--- config.mk ---
export PLATFORM = sky130hd
export DESIGN_NAME = stack_trail_flat
export DESIGN_NICKNAME = d
export VERILOG_FILES = /design/src/rtl/stack_trail_if.sv /design/src/rtl/stack_trail.sv /design/src/flat_wrapper.sv
export SDC_FILE = /design/constraint.sdc
export NUM_CORES = 1
export LEC_CHECK = 0
export BUFFER_PORTS_ARGS = -buffer_cell sky130_fd_sc_hd__buf_2
export CORE_MARGIN = 5
export CORE_UTILIZATION = 40
export CTS_CLUSTER_SIZE = 30
export DETAILED_ROUTE_END_ITERATION = 7
export PLACE_DENSITY = 0.7
export SLEW_MARGIN = 10
export SYNTH_ARGS = -nofsm -noshare
export SYNTH_HDL_FRONTEND = slang
export SYNTH_SLANG_ARGS = --single-unit
--- constraint.sdc ---
create_clock -name clock -period 5 [get_ports clock]
set_clock_uncertainty 0.1 [all_clocks]
set_input_delay 1.5 -clock clock [delete_from_list [all_inputs] [get_ports clock]]
set_output_delay 1.5 -clock clock [all_outputs]
set_load 0.1 [all_outputs]
--- src/rtl/stack_trail_if.sv ---
// Request/status bundle between the SAT trail stack and its users.
// Master drives push/pop/backtrack requests; slave (the stack) drives status.
interface stack_trail_if #(
  parameter int WIDTH = 1,
  parameter int LVL_W = 5
);
  logic             wr_en;
  logic             mark;
  logic             pop;
  logic [WIDTH-1:0] din;
  logic             bt_en;
  logic [LVL_W-1:0] bt_level;
  logic [WIDTH-1:0] dout;
  logic [WIDTH-1:0] front;
  logic             front_mark;
  logic [LVL_W-1:0] count;
  logic [LVL_W-1:0] level;
  logic             full;
  logic             empty;
  logic             busy;
  logic             bt_done;
  logic             err_ovf;
  logic             err_unf;

  modport master (
    output wr_en, mark, pop, din, bt_en, bt_level,
    input  dout, front, front_mark, count, level, full, empty, busy, bt_done,
           err_ovf, err_unf
  );

  modport slave (
    input  wr_en, mark, pop, din, bt_en, bt_level,
    output dout, front, front_mark, count, level, full, empty, busy, bt_done,
           err_ovf, err_unf
  );
endinterface

--- src/rtl/stack_trail.sv ---
// Assignment-trail LIFO with decision marks, level tracking and multi-cycle backtrack.
// Optional STACK_TRAIL_ERR_EN enables sticky overflow/underflow flags.
module stack_trail #(
  parameter int WIDTH = 1,
  parameter int DEPTH = 16,
  parameter int LVL_W = $clog2(DEPTH+1)
) (
  input  logic           clock,
  input  logic           reset_n,
  stack_trail_if.slave   bus
);
  localparam int AW = (DEPTH > 1) ? $clog2(DEPTH) : 1;
  localparam logic [0:0] ST_IDLE = 1'b0;
  localparam logic [0:0] ST_BT   = 1'b1;

  logic [WIDTH:0]   mem_r [DEPTH];
  logic [0:0]       state_r;
  logic [LVL_W-1:0] count_r;
  logic [LVL_W-1:0] level_r;
  logic [LVL_W-1:0] bt_target_r;
  logic [WIDTH-1:0] dout_r;
  logic             busy_r;
  logic             bt_done_r;

  logic [AW-1:0]    top_idx_s;
  logic [AW-1:0]    wr_idx_s;
  logic             empty_s;
  logic             full_s;
  logic [WIDTH:0]   top_entry_s;
  logic             top_mark_s;
  logic [WIDTH-1:0] top_data_s;
  logic [LVL_W-1:0] level_dec_s;
  logic             idle_req_s;
  logic             push_s;
  logic             repl_s;
  logic             pop_s;
  logic             mem_we_s;
  logic [AW-1:0]    mem_waddr_s;

  // Top-of-stack view and request decode for the idle state
  always_comb begin
    top_idx_s   = AW'(count_r - LVL_W'(1));
    wr_idx_s    = AW'(count_r);
    empty_s     = (count_r == LVL_W'(0));
    full_s      = (count_r == LVL_W'(DEPTH));
    top_entry_s = empty_s ? '0 : mem_r[top_idx_s];
    top_mark_s  = top_entry_s[WIDTH];
    top_data_s  = top_entry_s[WIDTH-1:0];
    level_dec_s = level_r - LVL_W'(top_mark_s);
    idle_req_s  = (state_r == ST_IDLE) && !bus.bt_en;
    push_s      = 1'b0;
    repl_s      = 1'b0;
    pop_s       = 1'b0;
    if (idle_req_s) begin
      // wr_en & pop on an empty stack falls through to a plain push
      if (bus.wr_en && bus.pop && !empty_s) begin
        repl_s = 1'b1;
      end else if (bus.wr_en && !full_s) begin
        push_s = 1'b1;
      end else if (bus.pop && !bus.wr_en && !empty_s) begin
        pop_s = 1'b1;
      end else begin
        push_s = 1'b0;
      end
    end else begin
      push_s = 1'b0;
    end
    mem_we_s    = push_s || repl_s;
    mem_waddr_s = repl_s ? top_idx_s : wr_idx_s;
  end

  // Entry storage; contents are left untouched by reset
  always_ff @(posedge clock) begin
    if (reset_n && mem_we_s) begin
      mem_r[mem_waddr_s] <= {bus.mark, bus.din};
    end
  end

  // Control FSM, occupancy/level counters and registered outputs
  always_ff @(posedge clock) begin
    if (!reset_n) begin
      state_r     <= ST_IDLE;
      count_r     <= '0;
      level_r     <= '0;
      bt_target_r <= '0;
      dout_r      <= '0;
      busy_r      <= 1'b0;
      bt_done_r   <= 1'b0;
    end else begin
      bt_done_r <= 1'b0;
      case (state_r)
        ST_IDLE: begin
          if (bus.bt_en) begin
            if (bus.bt_level >= level_r) begin
              bt_done_r <= 1'b1;
            end else begin
              bt_target_r <= bus.bt_level;
              busy_r      <= 1'b1;
              state_r     <= ST_BT;
            end
          end else if (repl_s) begin
            dout_r  <= top_data_s;
            level_r <= level_dec_s + LVL_W'(bus.mark);
          end else if (push_s) begin
            count_r <= count_r + LVL_W'(1);
            level_r <= level_r + LVL_W'(bus.mark);
          end else if (pop_s) begin
            dout_r  <= top_data_s;
            count_r <= count_r - LVL_W'(1);
            level_r <= level_dec_s;
          end
        end
        ST_BT: begin
          // Empty here means the trail is already drained; bail out cleanly
          if (empty_s) begin
            state_r   <= ST_IDLE;
            busy_r    <= 1'b0;
            bt_done_r <= 1'b1;
          end else begin
            dout_r  <= top_data_s;
            count_r <= count_r - LVL_W'(1);
            level_r <= level_dec_s;
            if (top_mark_s && (level_dec_s == bt_target_r)) begin
              state_r   <= ST_IDLE;
              busy_r    <= 1'b0;
              bt_done_r <= 1'b1;
            end
          end
        end
        default: begin
          state_r <= ST_IDLE;
          busy_r  <= 1'b0;
        end
      endcase
    end
  end

`ifdef STACK_TRAIL_ERR_EN
  logic err_ovf_r;
  logic err_unf_r;
  logic ovf_s;
  logic unf_s;

  assign ovf_s = idle_req_s && bus.wr_en && !bus.pop && full_s;
  assign unf_s = idle_req_s && bus.pop && !bus.wr_en && empty_s;

  // Sticky error flags, cleared only by reset
  always_ff @(posedge clock) begin
    if (!reset_n) begin
      err_ovf_r <= 1'b0;
      err_unf_r <= 1'b0;
    end else begin
      err_ovf_r <= err_ovf_r || ovf_s;
      err_unf_r <= err_unf_r || unf_s;
    end
  end

  assign bus.err_ovf = err_ovf_r;
  assign bus.err_unf = err_unf_r;
`else
  assign bus.err_ovf = 1'b0;
  assign bus.err_unf = 1'b0;
`endif

  assign bus.dout       = dout_r;
  assign bus.front      = top_data_s;
  assign bus.front_mark = top_mark_s;
  assign bus.count      = count_r;
  assign bus.level      = level_r;
  assign bus.full       = full_s;
  assign bus.empty      = empty_s;
  assign bus.busy       = busy_r;
  assign bus.bt_done    = bt_done_r;
endmodule

--- src/flat_wrapper.sv ---
// flat-port wrapper written by rule: the top's interface ports become plain ports
module stack_trail_flat 
#(
  parameter int WIDTH = 1,
  parameter int DEPTH = 16,
  parameter int LVL_W = $clog2(DEPTH+1)
)
  (clock, reset_n, bus_wr_en, bus_mark, bus_pop, bus_din, bus_bt_en, bus_bt_level, bus_dout, bus_front, bus_front_mark, bus_count, bus_level, bus_full, bus_empty, bus_busy, bus_bt_done, bus_err_ovf, bus_err_unf);
  stack_trail_if #(.WIDTH(WIDTH), .LVL_W(LVL_W)) bus_i ();
  input  logic clock;
  input  logic reset_n;
  input wire logic [$bits(bus_i.wr_en)-1:0] bus_wr_en;
  input wire logic [$bits(bus_i.mark)-1:0] bus_mark;
  input wire logic [$bits(bus_i.pop)-1:0] bus_pop;
  input wire logic [$bits(bus_i.din)-1:0] bus_din;
  input wire logic [$bits(bus_i.bt_en)-1:0] bus_bt_en;
  input wire logic [$bits(bus_i.bt_level)-1:0] bus_bt_level;
  output wire logic [$bits(bus_i.dout)-1:0] bus_dout;
  output wire logic [$bits(bus_i.front)-1:0] bus_front;
  output wire logic [$bits(bus_i.front_mark)-1:0] bus_front_mark;
  output wire logic [$bits(bus_i.count)-1:0] bus_count;
  output wire logic [$bits(bus_i.level)-1:0] bus_level;
  output wire logic [$bits(bus_i.full)-1:0] bus_full;
  output wire logic [$bits(bus_i.empty)-1:0] bus_empty;
  output wire logic [$bits(bus_i.busy)-1:0] bus_busy;
  output wire logic [$bits(bus_i.bt_done)-1:0] bus_bt_done;
  output wire logic [$bits(bus_i.err_ovf)-1:0] bus_err_ovf;
  output wire logic [$bits(bus_i.err_unf)-1:0] bus_err_unf;
  assign bus_i.wr_en = bus_wr_en;
  assign bus_i.mark = bus_mark;
  assign bus_i.pop = bus_pop;
  assign bus_i.din = bus_din;
  assign bus_i.bt_en = bus_bt_en;
  assign bus_i.bt_level = bus_bt_level;
  assign bus_dout = bus_i.dout;
  assign bus_front = bus_i.front;
  assign bus_front_mark = bus_i.front_mark;
  assign bus_count = bus_i.count;
  assign bus_level = bus_i.level;
  assign bus_full = bus_i.full;
  assign bus_empty = bus_i.empty;
  assign bus_busy = bus_i.busy;
  assign bus_bt_done = bus_i.bt_done;
  assign bus_err_ovf = bus_i.err_ovf;
  assign bus_err_unf = bus_i.err_unf;
  stack_trail #(.WIDTH(WIDTH), .DEPTH(DEPTH), .LVL_W(LVL_W)) u_core (.clock(clock), .reset_n(reset_n), .bus(bus_i));
endmodule
**Yosys cells after proc, flatten, opt, wreduce, memory -nomap -nowiden**

Memories as Yosys holds them, arrays and structs flattened.
Index checks and enable logic that the tools add are counted.

- Flip-flop bits (word level): 19
- Bits in latches: 0
- RAM bits: 32
- Bits in read-only memories: 0
- Input port bits: 12
- Output and inout bits: 19
- Logic and storage cells: 93
- Memories: 1

- Add/subtract/negate cells: 5
- Multipliers: 0
- Div/mod/pow operators: 0
- $lt $le $gt $ge: 1
- Equal/unequal tests: 12
- Shift operators: 0
- Multiplexer cells: 46
- Bitwise operators: 2
- Reductions and logical operators: 19

Memory list:

| memory | depth | bits a word | read ports | clocked after Yosys merged registers in | wr ports | line | RTL |
|---|---|---|---|---|---|---|---|
| u_core.mem_r | 16 | 2 | 1 | 0 | 1 | stack_trail.sv:16 | `logic [WIDTH:0] mem_r [DEPTH];` |

Operators by type and width:

| cell | count |
|---|---|
| $mux 5 | 10 |
| $mux 1 | 28 |
| $pmux 5 s2 | 2 |
| $add 5x1->5 | 2 |
| $ne 2x2->1 const B | 5 |
| $reduce_and 3->1 | 3 |
| $logic_and 1x1->1 | 8 |
| $pmux 1 s2 | 4 |
| $reduce_and 4->1 | 2 |
| $ne 3x1->1 const B | 2 |
| $ne 3x3->1 const B | 2 |
| $add 5x1->5 const B | 1 |
| $eq 5x5->1 | 1 |
| $eq 5x5->1 const B | 1 |
| $ge 5x5->1 | 1 |
| $logic_not 5->1 | 1 |
| $sub 5x1->5 | 1 |
| $sub 5x1->5 const B | 1 |
| $logic_not 1->1 | 4 |
| $mux 4 | 1 |
| $ne 4x1->1 const B | 1 |
| $mux 2 | 1 |
| $not 1->1 | 2 |
| $logic_or 1x1->1 | 1 |

**Logic depth before layout (Yosys ltp)**

- Depth in word-level cells: 12
- Mapped depth: 17
- Gate-level depth less buffers: 14

**Worst setup path before layout**

No wires, ideal clock.

- Path kind: reg2out
- Start: register u_core.count_r[0], in the netlist u_core.bus.count[0]
- End: output bus_front
- Data arrival time: 5.223 ns
- Data required time: 3.400 ns
- Path slack: -1.823 ns
- Cell stages (with the launch flop): 10
- Path buffers: 3
- Path through: dfxtp_1 -> buf_2 -> buf_1 -> inv_1 -> ha_1 -> clkbuf_1 -> mux4_2 -> nor2b_1 -> a211oi_1 -> a211oi_1

- Word-level cells in the longest chain between the ends: 3
- Elaborated cells on any way between the ends: 4
- Classes of those cells: add/sub: 1; mux: 1; reduce/logical: 1; memory: 1

Ends and longest elaborated chain:

| what | line | RTL |
|---|---|---|
| start: declaration | stack_trail.sv:18 | `logic [LVL_W-1:0] count_r;` |
| start signal: assignment | stack_trail.sv:105 | `count_r <= count_r + LVL_W'(1);` |
| start signal: assignment | stack_trail.sv:109 | `count_r <= count_r - LVL_W'(1);` |
| start signal: assignment | stack_trail.sv:121 | `count_r <= count_r - LVL_W'(1);` |
| $sub 5x1->5 | -- |  |
| $mem_v2 16x2 | -- |  |
| $mux 2 * | stack_trail.sv:46 | `top_entry_s = empty_s ? '0 : mem_r[top_idx_s];` |
| end: declaration | flat_wrapper.sv:19 | `output wire logic [$bits(bus_i.front)-1:0] bus_front;` |

Every way passes the cells marked *; elsewhere a longest branch is shown, timed or not.

**Final worst setup path**

- Start: register u_core.count_r[0], in the netlist u_core.bus.count[0]
- End: output bus_front_mark

- Word-level cells in the longest chain between the ends: 3
- Elaborated cells on any way between the ends: 4
- Classes of those cells: add/sub: 1; mux: 1; reduce/logical: 1; memory: 1

Ends and longest elaborated chain:

| what | line | RTL |
|---|---|---|
| $sub 5x1->5 | -- |  |
| $mem_v2 16x2 | -- |  |
| $mux 2 * | stack_trail.sv:46 |  |
| end: declaration | flat_wrapper.sv:20 | `output wire logic [$bits(bus_i.front_mark)-1:0] bus_front_mark;` |

Marks and branches as above.

==> flow_metrics.tcl <==
set metrics [dict create \
    status "finished clean" \
    slew_violations 0 \
    clockBufferDepth 2 \
    path_buf_inv 2 \
    syn_area_sq_um 3020 \
    cts_root_buf "clkbuf_8" \
    wl_per_cell_um 16.9 \
    setup_ws_ps 394 \
    io_pins 31 \
    dieArea_sq_um 9390 \
    async_flop_share_pct 0 \
    critPathTopFamily "multiplexers" \
    dr.pass1.iters 4 \
    postRouteAntennaNets 0 \
    cts_tree "built" \
    setup_violations 0 \
    slew_headroom_pct 51.7 \
    critPathCaptureType "output pin" \
    htreeDepth 2 \
    gp_congestion 0.880 \
    ys_types 57 \
    fin_util_pct 45.6 \
    critPathRequiredTime_ps 3400 \
    reg2reg_slack_ps 640 \
    crit_path_cell_trace "inv_1 > ha_1 > mux4_2 > mux4_2 > and2_2 > buf_2" \
    syn2layout_area_growth_pct 10.1 \
    dieHeight_um 96.9 \
    grt_pass1_vias 2263 \
    clock.fmax_ghz 0.217 \
    core_area_sq_um 7290 \
    portBuffers 28 \
    antenna_cells 0 \
    startpoint_type "flop" \
    grt_first_pass_wirelength_um 11400 \
    gr-usage-all-layers_pct 14.8 \
    yosysTopAreaCellShare_pct 31.8 \
    hold_depth 2 \
    r2r_start "u_core.bus.count[0]" \
    cts_hold_buf 0 \
    drtIter0Drc 183 \
    critical_path.max_fanout 17 \
    antenna_found_initial 0 \
    synthCells 282 \
    clk_pin_slew_worst_paths_ps 100 \
    ys.warnings.count 0 \
    post_cts_buffers 0 \
    cp_num_cells 6 \
    drive_gt1_share_pct 17.4 \
    maxCapViolCount 0 \
    hold_end "u_core.bus.dout" \
    ys_ff_latch 51 \
    viasPerCell 5.66 \
    hold_viol 0 \
    synthFlopType "edfxtp_1" \
    startpoint "u_core.bus.count[0]" \
    grt_max_degree 19 \
    reg2regPathDepth 14 \
    min_period_over_period_pct 92.1 \
    hp-class "reg -> reg" \
    r2r-end "u_core.bus.level[4]" \
    yosysTopAreaCell "edfxtp_1" \
    hpwl_um 5070 \
    final_net_count 329 \
    numCtsBuffers 5 \
    min_period_ps 4610 \
    critPathKind "reg -> out" \
    clock_latency_ps 320 \
    ys_seq_area_share_pct 44.4 \
    synth_area_leaders "edfxtp_1, dfxtp_1, mux4_2" \
    setup_tns_ps 0 \
    slowest_delay_ps 600 \
    drc 0 \
    vias 2279 \
    crit_top_cell "mux4_2" \
    tightest_slew_ps 724 \
    drt_wl_total_um 6820 \
    dp_slack_ps 684 \
    hp-start "u_core.bus.dout" \
    synth-edff-count 32 \
    grt.overflow.total 0 \
    clock-sinks 51 \
    slowest_stage "ha_1" \
    chipWidth_um 96.9 \
    std_cell_rows 31 \
    avgSynthCellArea_sq_um 10.7 \
    rsz0062_at_grt "no" \
    cp.arrival_ps 3010 \
    cts_resized 0 \
    initial_core_util_pct 41.4 \
]
worst max-delay path by stage:
stage	endpoint	slack, ps
final	bus_front_mark	390
after global routing	bus_front	190
after CTS	bus_front_mark	380
after detailed placement	u_core.bus.level[4]	680
after global placement	bus_front_mark	810
after floorplan	u_core.bus.level[4]	30
cell usage after synthesis (all sizes together), types with 3 or more instances:
master / number
a31oi: 3
mux4: 9
a21oi: 13
nor3b: 4
clkbuf: 9
edfxtp: 32
o22ai: 3
nor2: 20
nor2b: 10
o211ai: 5
buf: 7
a22oi: 3
a211oi: 4
nand3: 15
xor2: 3
nand4: 3
ha: 14
o21ai: 10
mux2i: 8
inv: 14
nand2: 17
nor3: 11
dfxtp: 19
xnor2: 11
logic make-up (layout without fill, tap and decap cells):
kind of cell,count (synthesis),in the layout,share of synthesized area [%]
xor+xnor,16,16,5.55
mux,17,17,9.36
flops,51,51,44.4
compound gates,59,59,14.0
fa+ha+maj,14,14,5.80
other cells,1,2,0.124
simple gates,94,94,16.3
buf+inv,30,51,4.43
area by class of cell:
type	instances	area (sq um)
Timing Repair Buffer	29	148
Inverter	14	52.6
Multi-Input combinational cell	202	1560
Clock inverter	3	23.8
Sequential cell	51	1350
Fill cell	724	3970
Clock buffer	5	68.8
Tap cell	99	124
flip-flops by register name, summed over array words and instances (netlist names):
signal	count
u_core.bt_target_r	5
u_core.bus.level	5
u_core.bus.count	5
u_core.bus.bt_done	1
u_core.bus.busy	1
u_core.bus.dout	1
u_core.mem_r	32
u_core.state_r	1
stage by stage:
| step | instance area, sq um | hold slack (ps) | instances |
|---|---|---|---|
| finish | 3330 | 361 | 403 |
| global route | 3330 | 393 | 403 |
| CTS | 3330 | 362 | 403 |
| detailed placement | 3230 | 347 | 395 |
| global placement | 3230 | 348 | 395 |
| floorplan | 3040 | 348 | 283 |
cell usage in the layout, fill, tap and decap left out, types with 9 or more instances in the layout:
| cell type | netlist | layout |
|---|---|---|
| edfxtp_1 | 32 | 32 |
| buf_2 | 2 | 28 |
| nor2_1 | 20 | 20 |
| nand2_1 | 17 | 17 |
| dfxtp_1 | 19 | 17 |
| nand3_1 | 15 | 15 |
| inv_1 | 14 | 14 |
| ha_1 | 14 | 14 |
| a21oi_1 | 13 | 13 |
| nor3_1 | 11 | 11 |
| xnor2_1 | 11 | 11 |
| nor2b_1 | 10 | 10 |
| mux4_2 | 9 | 9 |
| o21ai_0 | 9 | 9 |
per-layer routing:
layer	track usage (%)	routed length, um
met5	0	0
met2	24.7	3360
met3	4.03	435
met1	19.0	2940
met4	3.46	79
worst min-delay path: stages (launching register included):
cell and delay (ps):
dfxtp_1 320, nand2_1 50, a21oi_1 50
Power is not shown: default switching activity piles up to over one toggle a cycle in this logic, so the estimate is an artifact.
